$ cat src/rtl/cpu_types_pkg.sv
// Shared CPU type definitions: ALU opcodes, shared-ALU arbiter FSM states and flag layout.
// The flag layout is used by alu_share_arbiter and the shared ALU it drives.
package cpu_types_pkg;

    typedef enum logic [3:0] {
        ALU_ADD   = 4'd0,
        ALU_SUB   = 4'd1,
        ALU_AND   = 4'd2,
        ALU_OR    = 4'd3,
        ALU_XOR   = 4'd4,
        ALU_SLT   = 4'd5,
        ALU_SLTU  = 4'd6,
        ALU_SLL   = 4'd7,
        ALU_SRL   = 4'd8,
        ALU_SRA   = 4'd9,
        ALU_PASSB = 4'd10
    } aluop_t;

    typedef enum logic [1:0] {
        IDLE  = 2'd0,
        ISSUE = 2'd1,
        RESP  = 2'd2
    } arb_state_t;

    localparam int ALU_FLAGS_W = 4;

    // Flag bit positions inside {vld,cry,ngt,zro}
    localparam int FLAG_VLD = 3;
    localparam int FLAG_CRY = 2;
    localparam int FLAG_NGT = 1;
    localparam int FLAG_ZRO = 0;

endpackage

$ cat src/rtl/rr_arbiter.sv
// Combinational round-robin arbiter. The search starts one past ptr (the last
// granted index) and wraps modulo NREQ; the first pending request wins.
// The pointer register itself lives in the instantiating module.
module rr_arbiter #(
    parameter int NREQ = 2,
    parameter int IW   = $clog2(NREQ)
) (
    input  logic [NREQ-1:0] req,
    input  logic [IW-1:0]   ptr,
    output logic [NREQ-1:0] grant,
    output logic [IW-1:0]   grant_idx,
    output logic            any
);

    logic [IW-1:0] idx;

    // Scan requesters in round-robin order from ptr+1 and take the first pending one
    always_comb begin
        grant     = '0;
        grant_idx = '0;
        any       = 1'b0;
        idx       = '0;
        for (int k = 1; k <= NREQ; k++) begin
            idx = IW'((int'(ptr) + k) % NREQ);
            if (!any && req[idx]) begin
                any        = 1'b1;
                grant[idx] = 1'b1;
                grant_idx  = idx;
            end
        end
    end

endmodule

$ cat src/rtl/alu_share_arbiter.sv
// Shares one combinational ALU between NREQ requesters with round-robin arbitration.
// Each operation walks IDLE (accept) -> ISSUE (ALU driven) -> RESP (result held until consumed).
// Optional feature: define ALU_ARB_STATS_EN to add the per-requester wait_cnt output
// (16-bit saturating counters of cycles spent valid but not accepted).
module alu_share_arbiter
    import cpu_types_pkg::*;
#(
    parameter int NREQ = 2,
    parameter int DW   = 32
) (
    input  logic                   CLK,
    input  logic                   RST,
    input  logic [NREQ-1:0]        req_valid,
    output logic [NREQ-1:0]        req_ready,
    input  logic [NREQ*4-1:0]      req_aluop,
    input  logic [NREQ*DW-1:0]     req_a,
    input  logic [NREQ*DW-1:0]     req_b,
    output logic [NREQ-1:0]        rsp_valid,
    input  logic [NREQ-1:0]        rsp_ready,
    output logic [DW-1:0]          rsp_result,
    output logic [ALU_FLAGS_W-1:0] rsp_flags,
    output logic [3:0]             alu_op,
    output logic [DW-1:0]          alu_a,
    output logic [DW-1:0]          alu_b,
    input  logic [DW-1:0]          alu_result,
    input  logic [ALU_FLAGS_W-1:0] alu_flags
`ifdef ALU_ARB_STATS_EN
    ,
    output logic [NREQ*16-1:0]     wait_cnt
`endif
);

    localparam int IW = $clog2(NREQ);

    arb_state_t    state;
    arb_state_t    state_nxt;
    // Last granted index; doubles as the owner of the operation in flight
    logic [IW-1:0] ptr;
    logic [NREQ-1:0] grant;
    logic [IW-1:0] grant_idx;
    logic          any;
    logic          accept;

    rr_arbiter #(
        .NREQ (NREQ),
        .IW   (IW)
    ) u_rr (
        .req       (req_valid),
        .ptr       (ptr),
        .grant     (grant),
        .grant_idx (grant_idx),
        .any       (any)
    );

    assign accept = (state == IDLE) && any;

    // FSM state register
    always_ff @(posedge CLK) begin
        if (RST) state <= IDLE;
        else     state <= state_nxt;
    end

    // FSM next-state logic
    always_comb begin
        state_nxt = state;
        case (state)
            IDLE:    if (any) state_nxt = ISSUE;
            ISSUE:   state_nxt = RESP;
            RESP:    if (rsp_ready[ptr]) state_nxt = IDLE;
            default: state_nxt = IDLE;
        endcase
    end

    // FSM outputs: grant only while idle, response strobe only to the owner
    always_comb begin
        req_ready = '0;
        rsp_valid = '0;
        case (state)
            IDLE:    req_ready = grant;
            RESP:    rsp_valid = NREQ'(1) << ptr;
            default: ;
        endcase
    end

    // Latch the winner's payload on accept; ALU inputs hold it until the next accept
    always_ff @(posedge CLK) begin
        if (RST) begin
            ptr    <= IW'(NREQ - 1);
            alu_op <= '0;
            alu_a  <= '0;
            alu_b  <= '0;
        end else if (accept) begin
            ptr    <= grant_idx;
            alu_op <= req_aluop[int'(grant_idx)*4 +: 4];
            alu_a  <= req_a[int'(grant_idx)*DW +: DW];
            alu_b  <= req_b[int'(grant_idx)*DW +: DW];
        end
    end

    // Capture the ALU output only on the ISSUE -> RESP edge
    always_ff @(posedge CLK) begin
        if (RST) begin
            rsp_result <= '0;
            rsp_flags  <= '0;
        end else if (state == ISSUE) begin
            rsp_result <= alu_result;
            rsp_flags  <= alu_flags;
        end
    end

`ifdef ALU_ARB_STATS_EN
    logic [15:0] cnt [NREQ];

    // Count cycles each requester is pending but not accepted, saturating at all-ones
    always_ff @(posedge CLK) begin
        for (int i = 0; i < NREQ; i++) begin
            if (RST)
                cnt[i] <= '0;
            else if (req_valid[i] && !req_ready[i] && (cnt[i] != 16'hFFFF))
                cnt[i] <= cnt[i] + 16'd1;
        end
    end

    // Flatten the counters onto the output bus
    always_comb begin
        wait_cnt = '0;
        for (int i = 0; i < NREQ; i++) wait_cnt[i*16 +: 16] = cnt[i];
    end
`endif

endmodule
$ cat config.mk
export PLATFORM = sky130hd
export DESIGN_NAME = alu_share_arbiter
export DESIGN_NICKNAME = d
export VERILOG_FILES = /design/src/rtl/cpu_types_pkg.sv /design/src/rtl/rr_arbiter.sv /design/src/rtl/alu_share_arbiter.sv
export SDC_FILE = /design/constraint.sdc
export NUM_CORES = 1
export LEC_CHECK = 0
export ABC_AREA = 0
export CELL_PAD_IN_SITES_DETAIL_PLACEMENT = 0
export CELL_PAD_IN_SITES_GLOBAL_PLACEMENT = 2
export CORE_ASPECT_RATIO = 1.2
export CORE_UTILIZATION = 19
export DETAILED_ROUTE_END_ITERATION = 8
export PLACE_DENSITY = 0.79
export SETUP_SLACK_MARGIN = 0.05
export SLEW_MARGIN = 20
export SYNTH_ARGS = -nofsm -noshare
export SYNTH_HDL_FRONTEND = slang
export SYNTH_HIERARCHICAL = 1
export SYNTH_SLANG_ARGS = --single-unit
export TNS_END_PERCENT = 10
$ cat constraint.sdc
create_clock -name CLK -period 1.85 [get_ports CLK]
set_input_delay 0.37 -clock CLK [delete_from_list [all_inputs] [get_ports CLK]]
set_output_delay 0.37 -clock CLK [all_outputs]
set_load 0.02 [all_outputs]
# Yosys cells after proc, flatten, opt, wreduce, memory -nomap -nowiden
# Index checks and enable logic that the tools add are counted.
[word_totals]
reg_bits = 107
input_bits = 178
out_inout_bits = 108
elab_cells = 51
[classes]
addsub = 2
n_lt_le_gt_ge = 5
eq_ne = 4
shifts = 4
muxes = 21
bitwise_logic = 1
reduce_logical = 7
[op_table]
columns = ["operator", "count"]
rows = [
  ["variable part select 64 x 7 -> 32 bit", 2],
  ["2-to-1 mux 1 bit", 12],
  ["2-to-1 mux 2 bit", 6],
  ["variable part select 8 x 4 -> 4 bit", 1],
  ["< comparator 1 x 2 -> 1 bit (second input constant)", 3],
  ["case mux 2 bit (3 select lines)", 1],
  ["logical AND 1 bit", 4],
  ["inequality test 2 bit (second input constant)", 2],
  ["adder 1 bit (second input constant)", 2],
  ["demux 1 bit (select 1 bit)", 2],
  ["equality test 2 x 1 -> 1 bit (second input constant)", 1],
  ["equality test 2 bit (second input constant)", 1],
  [">= comparator 1 bit (second input constant)", 2],
  ["logical NOT 2 bit", 1],
  ["OR 2 bit", 1],
  ["AND reduction 2 bit", 1],
  ["<< shifter 1 x 1 -> 2 bit (first input constant)", 1],
  ["logical NOT 1 bit", 1],
]

# Longest topological paths before layout
# Gate-level depths: netlist of the first run.
[depth]
word_depth = 9
depth_mapped = 7
depth_no_buf = 4

# Hierarchy
# The synthesis of the first run kept the hierarchy.
[by_module_without_submodules]
columns = ["mod", "n_inst", "cells_per_inst", "area_per_inst_um2", "seq_area_each_um2"]
rows = [
  ["alu_share_arbiter", 1, 403, 4215.3, 2142.1],
  ["rr_arbiter", 1, 5, 32.5, 0.0],
]

# Least setup slack after synthesis of the first run
# Ideal clock, no wire load.
[synth_path]
path_kind = "input -> register"
start = "input port req_valid[1]"
end = "register alu_a[11]"
setup_ns = 0.115
arrival_time_ns = 1.471
required_ns = 1.735
path_slack_ns = 0.264
path_stages = 6
path_buffers = 3
cell_sequence = "a21boi_0 buf_2 buf_2 buf_2 mux2i_1 o2bb2ai_2"
[synth_between]
elab_chain_len = 7
word_cells_on_any_way = 12
cone_classes = "shift: 1; mux: 8; reduce/logical: 3"
[synth_lines]
columns = ["item", "line", "rtl"]
rows = [
  ["start, declared", "alu_share_arbiter.sv:13", "input logic [NREQ-1:0] req_valid,"],
  ["2-to-1 mux 1 bit (not written as such) (2 in a row)", "rr_arbiter.sv:25", "if (!any && req[idx]) begin"],
  ["2-to-1 mux 1 bit", "rr_arbiter.sv:25", ""],
  ["logical NOT 1 bit", "rr_arbiter.sv:25", ""],
  ["logical AND 1 bit", "rr_arbiter.sv:25", ""],
  ["2-to-1 mux 1 bit", "rr_arbiter.sv:25", ""],
  ["variable part select 64 x 7 -> 32 bit / logical AND 1 bit (equally long branches)", "alu_share_arbiter.sv:95, alu_share_arbiter.sv:55", ""],
  ["end signal, assigned", "alu_share_arbiter.sv:95", "alu_a <= req_a[int'(grant_idx)*DW +: DW];"],
  ["end, declared", "alu_share_arbiter.sv:23", "output logic [DW-1:0] alu_a,"],
]
# Several ways; a longest one is shown, not always the timed one. The select of a mux whose other input is x is not followed.
# A chain may end at the register's enable or synchronous reset.

# Worst setup path in the final report of the first run
[layout_path]
start = "register ptr"
end = "output port rsp_valid[0]"
[layout_between]
elab_chain_len = 2
[layout_lines]
columns = ["item", "line", "rtl"]
rows = [
  ["start, declared", "alu_share_arbiter.sv:38", "logic [IW-1:0] ptr;"],
  ["start signal, assigned", "alu_share_arbiter.sv:88", "ptr <= IW'(NREQ - 1);"],
  ["start signal, assigned", "alu_share_arbiter.sv:93", "ptr <= grant_idx;"],
  ["<< shifter 1 x 1 -> 2 bit", "alu_share_arbiter.sv:80", "RESP: rsp_valid = NREQ'(1) << ptr;"],
  ["2-to-1 mux 2 bit", "alu_share_arbiter.sv:78", "case (state)"],
  ["end, declared", "alu_share_arbiter.sv:18", "output logic [NREQ-1:0] rsp_valid,"],
]
# Every way passes these cells.

==> results of run 1 <==
per-layer routing:
layer,vias up,global-route usage (%),wire (um)
met2,211,22.5,7200
met4,0,3.81,182
li1,2023,-,-
met1,1831,14.4,5990
met5,-,0,0
met3,12,5.07,1500
where the power goes:
part | leakage [nW] | switching [mW] | internal, mW
sequential | 0.880 | 0.131 | 2.52
combinational | 1.84 | 0.812 | 0.995
clock | 0.134 | 0.897 | 0.926
registers in the layout (all words and copies together) (netlist names):
name	count
alu_a	32
ptr	1
rsp_result	32
alu_op	4
alu_b	32
state	2
rsp_flags	4
through the flow:
step	power, mW	instances
2_1_floorplan	3.47	408
3_3_place_gp	4.52	955
3_5_place_dp	4.54	955
4_1_cts	6.41	970
5_1_grt	6.61	970
6_report	6.28	971
logic make-up after synthesis:
group / count (synthesis) / share of synthesized area, %
buf+inv: 37 / 4.27
compound gates: 109 / 20.4
mux: 69 / 16.3
flops: 107 / 50.4
simple gates: 86 / 8.69
layout by cell type, fill, tap and decap left out, drive strengths merged, types with 5 or more instances in the layout:
| cell type | synthesis | layout |
|---|---|---|
| o2bb2ai | 68 | 68 |
| inv | 2 | 5 |
| a21oi | 38 | 38 |
| buf | 23 | 25 |
| dfxtp | 107 | 107 |
| clkdlybuf4s50 | 0 | 281 |
| nand2 | 72 | 72 |
| clkbuf | 12 | 9 |
| mux2i | 69 | 69 |
final cells by class:
| type | count | area share (%) |
|---|---|---|
| antenna | 1 | 0.0319 |
| clock buffer | 9 | 2.87 |
| clock inverter | 6 | 0.637 |
| inverter | 2 | 0.0956 |
| multi-input combinational | 264 | 24.8 |
| sequential | 107 | 27.3 |
| tap | 274 | 4.36 |
| timing repair buffer | 308 | 39.9 |
path summary, 6_finish.rpt:
path	from	end	slack, ps	depth (start not counted)
setup / recovery	ptr	rsp_valid[0]	70	3
setup reg to reg	ptr	alu_a[17]	330	6
hold / removal	rsp_result[10]	rsp_result[10]	450	2
hold reg to reg	rsp_result[10]	rsp_result[10]	450	2
critical path, stage by stage, from the launching register on:
cell           delay (ps)
dfxtp_2               360
buf_4                 140
nor3b_1               180
dlygate4sd2_1         390
==> results.sh, run 1 <==
export IMPL_outcome="finished, violations left"
export IMPL_violations="DRC"
export IMPL_seq_area_sq_um=2140
export IMPL_synth_nets=586
export IMPL_synth_top_cell_area_share_pct=50.4
export IMPL_antenna_found_initial=0
export IMPL_fin_setup_tns_ps=0
export IMPL_synth_most_common_cell="dfxtp_1"
export IMPL_p_leak_nw=2.86
export IMPL_synthToLayoutAreaGrowth_pct=84.9
export IMPL_grt_pass1_wl_um=23300
export IMPL_viasPerCell=4.20
export IMPL_fillers=2152
export IMPL_yosys_top_cells_count="dfxtp_1, nand2_1, mux2i_1"
export IMPL_worst_slew_pin_slew_ps=408
export IMPL_final_area_sq_um=7860
export IMPL_placed_area_sq_um=7590
export IMPL_multiInputGateArea_sq_um=1950
export IMPL_fmax_mhz=563
export IMPL_grt_pass1_vias=4403
export IMPL_cts_hold_buf=0
export IMPL_path_max_fanout=6
export IMPL_dieArea_sq_um=23000
export IMPL_grt_usage_pct=12.9
export IMPL_grt_max_degree=53
export IMPL_cap_violations=0
export IMPL_cp_data_required_time_ps=1480
export IMPL_cp_arrival_ps=1410
export IMPL_postSynthCellCount=408
export IMPL_final_max_slew_viol_count=0
export IMPL_globalRouteOverflowTotal=0
export IMPL_ir_worst_vdd_mv=0.383
export IMPL_setup_viol=0
export IMPL_syn_cell_area_sq_um=4250
export IMPL_postCtsSetupBuffers=0
export IMPL_skew_ps=12.5
export IMPL_dominantRegCellSynth="dfxtp_1"
export IMPL_postLayoutSetupSlackWorst_ps=73.7
export IMPL_root_buffer="clkbuf_16"
export IMPL_dr_pass1_iters=7
export IMPL_detail_route_antenna_nets=0
export IMPL_drive_gt1_share_pct=7.90
export IMPL_synth_top_area_cell="dfxtp_1"
export IMPL_netlist_top_cells_area="dfxtp_1, mux2i_1, o2bb2ai_1"
export IMPL_h_tree_depth=3
export IMPL_min_period_over_period_pct=96.0
export IMPL_critPathKind="reg -> out"
export IMPL_hold_viol_final=0
export IMPL_cts_resized=10
export IMPL_drtIter0Drc=138
export IMPL_cts_made_buffers=9
export IMPL_yosysSeqAreaShare_pct=50.4
export IMPL_synth_seq_cells=107
export IMPL_num_vias=4077
export IMPL_period_minus_slack_ps=1780
export IMPL_clk_latency_ps=350
export IMPL_wire_per_inst_um=15.3
export IMPL_core_area_sq_um=21800
export IMPL_p_per_area_nw_per_um2=800
export IMPL_clk_path_buf_depth=2
export IMPL_start_util_pct=19.5
export IMPL_die_y_um=166
export IMPL_nets=870
export IMPL_critPathCaptureType="output port"
export IMPL_dp_slack_ps=-294
export IMPL_port_buffers=285
export IMPL_hpwl_um=11600
export IMPL_gp_congestion=0.702
export IMPL_hold_path_class="reg -> reg"
export IMPL_syn_avg_cell_area_sq_um=10.4
export IMPL_die_x_um=138
export IMPL_async_flop_share_pct=0
export IMPL_synth_edf_count=0
export IMPL_cts_tree="yes"
export IMPL_clk_pin_slew_ps=70
export IMPL_drc=69
export IMPL_rsz0062_at_grt="true"
export IMPL_timing_hold_ws_ps=453
export IMPL_slew_headroom_pct=72.8
export IMPL_wirelength_um=14900
export IMPL_clock_sinks=107
export IMPL_synth_cell_types=25
export IMPL_startpoint_type="register"
export IMPL_rows=59
export IMPL_fin_util_pct=36.1
export IMPL_ys_warn_count=6
export IMPL_num_io_pins=286
(Power assumes the default switching activity.)
==> run 2, diff against run 1 <==
--- a/config.mk
+++ b/config.mk
@@ -6,6 +6,7 @@
 export NUM_CORES = 1
 export LEC_CHECK = 0
 export ABC_AREA = 0
+export CAP_MARGIN = 20
 export CELL_PAD_IN_SITES_DETAIL_PLACEMENT = 0
 export CELL_PAD_IN_SITES_GLOBAL_PLACEMENT = 2
 export CORE_ASPECT_RATIO = 1.2
==> results of run 2 <==
Final layout, timing and power as in run 1 (identical DEF).
